**src/rtl/dpos_quant_stream_pkg.sv**
```systemverilog
// Shared types for the graph-conv front end: pixel index widths, quantised
// output type, dx/dy computation mode and the streaming FSM states.
package dpos_quant_stream_pkg;

    localparam int unsigned X_PIXEL_WIDTH = 10;
    localparam int unsigned Y_PIXEL_WIDTH = 9;
    localparam int unsigned EXT_BITS      = 1;
    localparam int unsigned P_WIDTH       = 16;

    // One width for both axes so dx and dy share the difference/scale path.
    localparam int unsigned D_W =
        ((X_PIXEL_WIDTH > Y_PIXEL_WIDTH) ? X_PIXEL_WIDTH : Y_PIXEL_WIDTH) + EXT_BITS;

    typedef logic [X_PIXEL_WIDTH-1:0] x_idx_t;
    typedef logic [Y_PIXEL_WIDTH-1:0] y_idx_t;
    typedef logic [P_WIDTH-1:0]       p_t;
    typedef logic [D_W-1:0]           d_t;

    typedef enum logic { ABS = 1'b0, SIGNED = 1'b1 } dpos_mode_e;

    typedef enum logic [1:0] { IDLE, STREAM, DRAIN } dpos_state_e;

    function automatic d_t abs_diff(input d_t a, input d_t b);
        return (a > b) ? (a - b) : (b - a);
    endfunction

endpackage

```
**src/rtl/dpos_quant_stream_sat_mul.sv**
```systemverilog
// Combinational multiply-by-constant with saturation to p_t; unsigned
// operands clamp to the full range, signed ones to the two's-complement range.
module dpos_sat_mul
    import dpos_quant_stream_pkg::*;
#(
    parameter dpos_mode_e  MODE  = ABS,
    parameter int unsigned SCALE = 256,
    parameter int unsigned IN_W  = D_W
) (
    input  logic [IN_W-1:0] d,
    output p_t              q
);

    localparam int unsigned PROD_W = IN_W + 33;

    localparam logic signed [PROD_W-1:0] SCALE_EXT = PROD_W'(SCALE);
    localparam logic signed [PROD_W-1:0] U_MAX     = (PROD_W'(1) << P_WIDTH) - PROD_W'(1);
    localparam logic signed [PROD_W-1:0] S_MAX     = (PROD_W'(1) << (P_WIDTH - 1)) - PROD_W'(1);
    localparam logic signed [PROD_W-1:0] S_MIN     = -(PROD_W'(1) << (P_WIDTH - 1));

    logic signed [PROD_W-1:0] d_ext;
    logic signed [PROD_W-1:0] prod;

    always_comb begin
        if (MODE == SIGNED) begin
            d_ext = PROD_W'($signed(d));
        end else begin
            d_ext = PROD_W'(d);
        end
        prod = d_ext * SCALE_EXT;
        q    = prod[P_WIDTH-1:0];
        if (MODE == SIGNED) begin
            if (prod > S_MAX) begin
                q = S_MAX[P_WIDTH-1:0];
            end else if (prod < S_MIN) begin
                q = S_MIN[P_WIDTH-1:0];
            end
        end else if (prod > U_MAX) begin
            q = U_MAX[P_WIDTH-1:0];
        end
    end

endmodule

```
**src/rtl/dpos_quant_stream.sv**
```systemverilog
// Latches one event, then streams its neighbours through a two-stage
// relative-position quantiser with valid/ready back-pressure.
module dpos_quant_stream
    import dpos_quant_stream_pkg::*;
#(
    parameter int unsigned Q_SCALE     = 255,
    parameter int unsigned Q_DPOS      = 256,
    parameter int unsigned SIGNED_MODE = 0,
    parameter int unsigned RADIUS      = 255,
    parameter int unsigned MAX_NBR     = 16,
    parameter int unsigned CNT_W       = $clog2(MAX_NBR + 1)
) (
    input  logic             clk,
    input  logic             rst,
    input  logic             ev_valid,
    output logic             ev_ready,
    input  x_idx_t           ev_x,
    input  y_idx_t           ev_y,
    input  logic             ev_p,
    input  logic             nb_valid,
    output logic             nb_ready,
    input  x_idx_t           nb_x,
    input  y_idx_t           nb_y,
    input  logic             nb_p,
    input  logic             nb_last,
    output logic             out_valid,
    input  logic             out_ready,
    output p_t               q_dx,
    output p_t               q_dy,
    output p_t               q_new_p,
    output p_t               q_neighbor_p,
    output logic             done,
    output logic [CNT_W-1:0] nbr_cnt,
    output logic             ovf
);

    localparam dpos_mode_e MODE  = (SIGNED_MODE != 0) ? SIGNED : ABS;
    localparam p_t         Q_POL = P_WIDTH'(Q_SCALE);

    dpos_state_e      state, state_nx;
    x_idx_t           ev_x_r;
    y_idx_t           ev_y_r;
    logic             ev_p_r;
    logic [CNT_W-1:0] cnt;
    logic             ovf_acc;

    logic s1_valid, s1_keep, s1_p;
    d_t   s1_dx, s1_dy;
    logic s2_valid;
    p_t   dx_q, dy_q;

    d_t   ax, ay, sx, sy;
    logic in_radius, cnt_room;
    logic nb_fire, s1_go, s1_free, s2_free, drain_empty;

    always_comb begin
        ax        = abs_diff(D_W'(ev_x_r), D_W'(nb_x));
        ay        = abs_diff(D_W'(ev_y_r), D_W'(nb_y));
        sx        = D_W'(ev_x_r) - D_W'(nb_x);
        sy        = D_W'(ev_y_r) - D_W'(nb_y);
        in_radius = (32'(ax) <= RADIUS) && (32'(ay) <= RADIUS);
        cnt_room  = 32'(cnt) < MAX_NBR;
    end

    // Dropped slots leave stage 1 without needing stage 2 to be free.
    assign s2_free     = !s2_valid || out_ready;
    assign s1_go       = s1_valid && (!s1_keep || s2_free);
    assign s1_free     = !s1_valid || s1_go;
    assign nb_fire     = nb_valid && nb_ready;
    assign drain_empty = (state == DRAIN) && s1_free && !(s1_go && s1_keep) && s2_free;
    assign out_valid   = s2_valid;

    always_ff @(posedge clk) begin
        if (rst) begin
            state <= IDLE;
        end else begin
            state <= state_nx;
        end
    end

    always_comb begin
        state_nx = state;
        case (state)
            IDLE:    if (ev_valid) state_nx = STREAM;
            STREAM:  if (nb_fire && nb_last) state_nx = DRAIN;
            DRAIN:   if (drain_empty) state_nx = IDLE;
            default: state_nx = IDLE;
        endcase
    end

    always_comb begin
        ev_ready = (state == IDLE);
        nb_ready = (state == STREAM) && s1_free;
    end

    always_ff @(posedge clk) begin
        if (rst) begin
            ev_x_r  <= '0;
            ev_y_r  <= '0;
            ev_p_r  <= 1'b0;
            cnt     <= '0;
            ovf_acc <= 1'b0;
            done    <= 1'b0;
            nbr_cnt <= '0;
            ovf     <= 1'b0;
        end else begin
            done <= drain_empty;
            if (state == IDLE && ev_valid) begin
                ev_x_r  <= ev_x;
                ev_y_r  <= ev_y;
                ev_p_r  <= ev_p;
                cnt     <= '0;
                ovf_acc <= 1'b0;
            end else if (nb_fire && in_radius) begin
                if (cnt_room) begin
                    cnt <= cnt + CNT_W'(1);
                end else begin
                    ovf_acc <= 1'b1;
                end
            end
            if (drain_empty) begin
                nbr_cnt <= cnt;
                ovf     <= ovf_acc;
            end
        end
    end

    always_ff @(posedge clk) begin
        if (rst) begin
            s1_valid <= 1'b0;
            s1_keep  <= 1'b0;
            s1_p     <= 1'b0;
            s1_dx    <= '0;
            s1_dy    <= '0;
        end else if (nb_fire) begin
            s1_valid <= 1'b1;
            s1_keep  <= in_radius && cnt_room;
            s1_p     <= nb_p;
            s1_dx    <= (MODE == SIGNED) ? sx : ax;
            s1_dy    <= (MODE == SIGNED) ? sy : ay;
        end else if (s1_go) begin
            s1_valid <= 1'b0;
        end
    end

    dpos_sat_mul #(.MODE(MODE), .SCALE(Q_DPOS), .IN_W(D_W)) u_sat_dx (.d(s1_dx), .q(dx_q));
    dpos_sat_mul #(.MODE(MODE), .SCALE(Q_DPOS), .IN_W(D_W)) u_sat_dy (.d(s1_dy), .q(dy_q));

    always_ff @(posedge clk) begin
        if (rst) begin
            s2_valid     <= 1'b0;
            q_dx         <= '0;
            q_dy         <= '0;
            q_new_p      <= '0;
            q_neighbor_p <= '0;
        end else if (s1_go && s1_keep) begin
            s2_valid     <= 1'b1;
            q_dx         <= dx_q;
            q_dy         <= dy_q;
            q_new_p      <= ev_p_r ? Q_POL : '0;
            q_neighbor_p <= s1_p ? Q_POL : '0;
        end else if (out_ready) begin
            s2_valid <= 1'b0;
        end
    end

endmodule

```
**config.mk**
```make
export PLATFORM = sky130hd
export DESIGN_NAME = dpos_quant_stream
export DESIGN_NICKNAME = d
export VERILOG_FILES = /design/src/rtl/dpos_quant_stream_pkg.sv /design/src/rtl/dpos_quant_stream_sat_mul.sv /design/src/rtl/dpos_quant_stream.sv
export SDC_FILE = /design/constraint.sdc
export NUM_CORES = 1
export LEC_CHECK = 0
export BUFFER_PORTS_ARGS = -buffer_cell sky130_fd_sc_hd__buf_2
export CORE_ASPECT_RATIO = 0.7
export CORE_UTILIZATION = 50
export DETAILED_ROUTE_END_ITERATION = 16
export PLACE_DENSITY = 0.78
export SYNTH_ARGS = -nofsm -noshare
export SYNTH_HDL_FRONTEND = slang
export SYNTH_SLANG_ARGS = --single-unit
```
**constraint.sdc**
```tcl
create_clock -name clk -period 2.8 [get_ports clk]
set_input_delay 0.14 -clock clk [delete_from_list [all_inputs] [get_ports clk]]
set_output_delay 0.14 -clock clk [all_outputs]
set_load 0.02 [all_outputs]
```
==> flow_metrics.tcl <==
set metrics [dict create \
    status "finished clean" \
    grt_pass1_vias 4531 \
    hp-class "primary input to flop" \
    layout_common_cells "buf_2 (103), nand2_1 (98), dfxtp_1 (75)" \
    insertion_delay_ns 0.34 \
    antenna_found_initial 0 \
    rsz0062_at_grt "true" \
    syn-instance-count 661 \
    grt_usage_pct 25.12 \
    first_pass_iters 5 \
    maxCapViolCount 0 \
    die_h_um 87.42 \
    required_ns 3.06 \
    grt_first_pass_wirelength_um 21230 \
    synth_edf_count 0 \
    cts_root_buf "clkbuf_16" \
    core-area_um2 9910 \
    cp-end-kind "flop" \
    gr-total-overflow 0 \
    vias_per_cell 5.453 \
    initial_core_util_pct 52.59 \
    hold_viol_final 0 \
    maxSlewHeadroom_pct 27.32 \
    nNetsFinal 838 \
    ys.flop_type "dfxtp_1" \
    slew_viol_final 0 \
    cts_buffers 9 \
    irDropWorstVdd_mv 0.4458 \
    synth_top_area_share_pct 30.73 \
    whs_ns 0.03244 \
    grt_max_degree 39 \
    dpl.cell_count 861 \
    ys_warn_count 0 \
    setup_violations 0 \
    crit_path_top_delay_cell "o32a_4" \
    final_common_cell "buf_2" \
    pwr_density_cell_nw_per_um2 495.4 \
    syn_area_per_cell_um2 7.884 \
    hold_buffers 0 \
    cpMostUsedCell "inv_2" \
    wl_per_cell_um 15.15 \
    worstPathArrival_ns 3.02 \
    worstPathCellList "inv_2 -> ha_4 -> inv_2 -> fa_2 -> a211oi_2 -> o211ai_1 -> a31oi_2 -> nor2_4 -> o32a_4 -> nor4_4 -> mux2i_1" \
    max_freq_mhz 363.3 \
    syn2layout_area_growth_pct 20.24 \
    yosysTopAreaCell "dfxtp_1" \
    netlist_top_cells_area "dfxtp_1 (31%), ha_1 (9.4%), nand2_1 (7.1%)" \
    setup_slack_ns 0.04724 \
    cts_sinks 80 \
    num_io_pins 120 \
    ys_seq_area_share_pct 30.73 \
    synth_seq_cells 80 \
    clock_path_buffers 2 \
    dieArea_um2 10840 \
    leakage_uw 0.002876 \
    place_ws_ns -0.1749 \
    start_kind "flop" \
    final_cell_count_no_fill 880 \
    fin_skew_ns 0.004652 \
    wirelength_um 13330 \
    initialDrtViolationCount 305 \
    dp_hpwl_um 9801 \
    gp_congestion 0.9238 \
    slowest_delay_ns 0.37 \
    fin_crit_ns 2.753 \
    cts_tree "built" \
    ant_nets 0 \
    synthArstFlopShare_pct 0 \
    worstMarginPinSlew_ns 1.081 \
    n_antenna_cell 0 \
    netlist_area_um2 5211 \
    drive_gt1_share_pct 27.93 \
    synth_cell_types 62 \
    post-route-period-util_pct 98.31 \
    cts.clk_slew.worst_paths_ns 0.06 \
    htreeDepth 3 \
    dieWidth_um 124.0 \
    num_rows 30 \
    via_count 4799 \
    cp_max_fo 4 \
    numPortBuffers 103 \
    drc 0 \
    worstSetupPathType "flop to flop" \
]
[through the flow]
stage | cell area, µm² | power, µW | setup TNS, ns | util, %
floorplan | 5268 | 1701 | 0 | -
global placement | 5718 | 1894 | -0.3234 | 57.70
detailed placement | 5718 | 1900 | -1.001 | 57.70
CTS | 6058 | 3051 | -0.0007867 | 61.14
global route | 6266 | 3247 | -0.8648 | 63.23
finish | 6266 | 3104 | 0 | 63.23
[synth_stat cells (13+ instances only)]
library cell  instances
nor2_1               44
dfxtp_1              80
ha_1                 39
a21oi_1              58
nand2_1              99
nand3_1              14
clkbuf_1             28
nor3_1               23
buf_4                45
mux2i_1              28
inv_1                46
a211oi_1             13
a31oi_1              13
[critical path: cells and delay by family (launching register included)]
family,cells,cell delay [ns]
AOI/OAI and AO/OA,4,1.10
adders and majority gates,2,0.50
buffers and inverters,2,0.11
DFF,1,0.33
muxes,1,0.23
and+or+nand+nor,2,0.42
[registers in the layout (all words and copies together) (netlist names), 2 cells and up]
name	cells
cnt	5
ev_x_r	10
ev_y_r	9
nbr_cnt	5
q_dx	9
q_dy	9
s1_dx	11
s1_dy	10
state	2
[kinds of logic (layout without fill, tap and decap cells)]
kind of cell	after synthesis	in the layout	share of synthesized area (%)
adder cells (fa/ha/maj)	43	43	10.90
AND/OR/NAND/NOR	227	227	20.50
AO/OA/AOI/OAI	138	138	16.49
XOR/XNOR	9	9	1.657
multiplexers	34	34	6.675
flip-flops	80	80	30.73
buffers and inverters	129	205	12.97
other	1	16	0.07196
[where the power goes]
part	internal (µW)	switching [µW]
registers	1180	30.5
clock network	677	458
logic	321	435
total	2180	923
[final cells by class]
| type | instances | area, µm² |
|---|---|---|
| fill | 857 | 3643 |
| clock inverter | 4 | 47.55 |
| tap | 128 | 160.2 |
| multi-input combinational | 467 | 3214 |
| clock buffer | 10 | 229.0 |
| sequential | 80 | 1608 |
| inverter | 46 | 172.7 |
| timing repair buffer | 145 | 834.6 |
[metal layers]
| metal | track usage (%) | share of wire, % | vias up |
|---|---|---|---|
| met5 | 0 | 0 | - |
| met4 | 5.952 | 1.5 | 0 |
| met3 | 5.759 | 6.3 | 17 |
| met2 | 41.72 | 46 | 160 |
| met1 | 32.99 | 46 | 2248 |
| li1 | - | - | 2374 |
[path summary, 6_finish.rpt]
check | start | to | slack (ns) | depth (start not counted)
max | ev_y_r[0] | cnt[0] | 0.05 | 11
min | ev_x[8] | ev_x_r[8] | 0.03 | 3
max reg2reg | ev_y_r[0] | cnt[0] | 0.05 | 11
min reg2reg | s1_dy[9] | s1_dy[9] | 0.46 | 2
[repair_timing]
| action | 4_1_cts | 5_1_grt |
|---|---|---|
| pin swaps | 3 | 23 |
| endpoints found under the setup margin | 10 | 15 |
| gates resized for setup | 10 | 38 |
| setup buffers | 0 | 5 |
(Power assumes the default switching activity.)
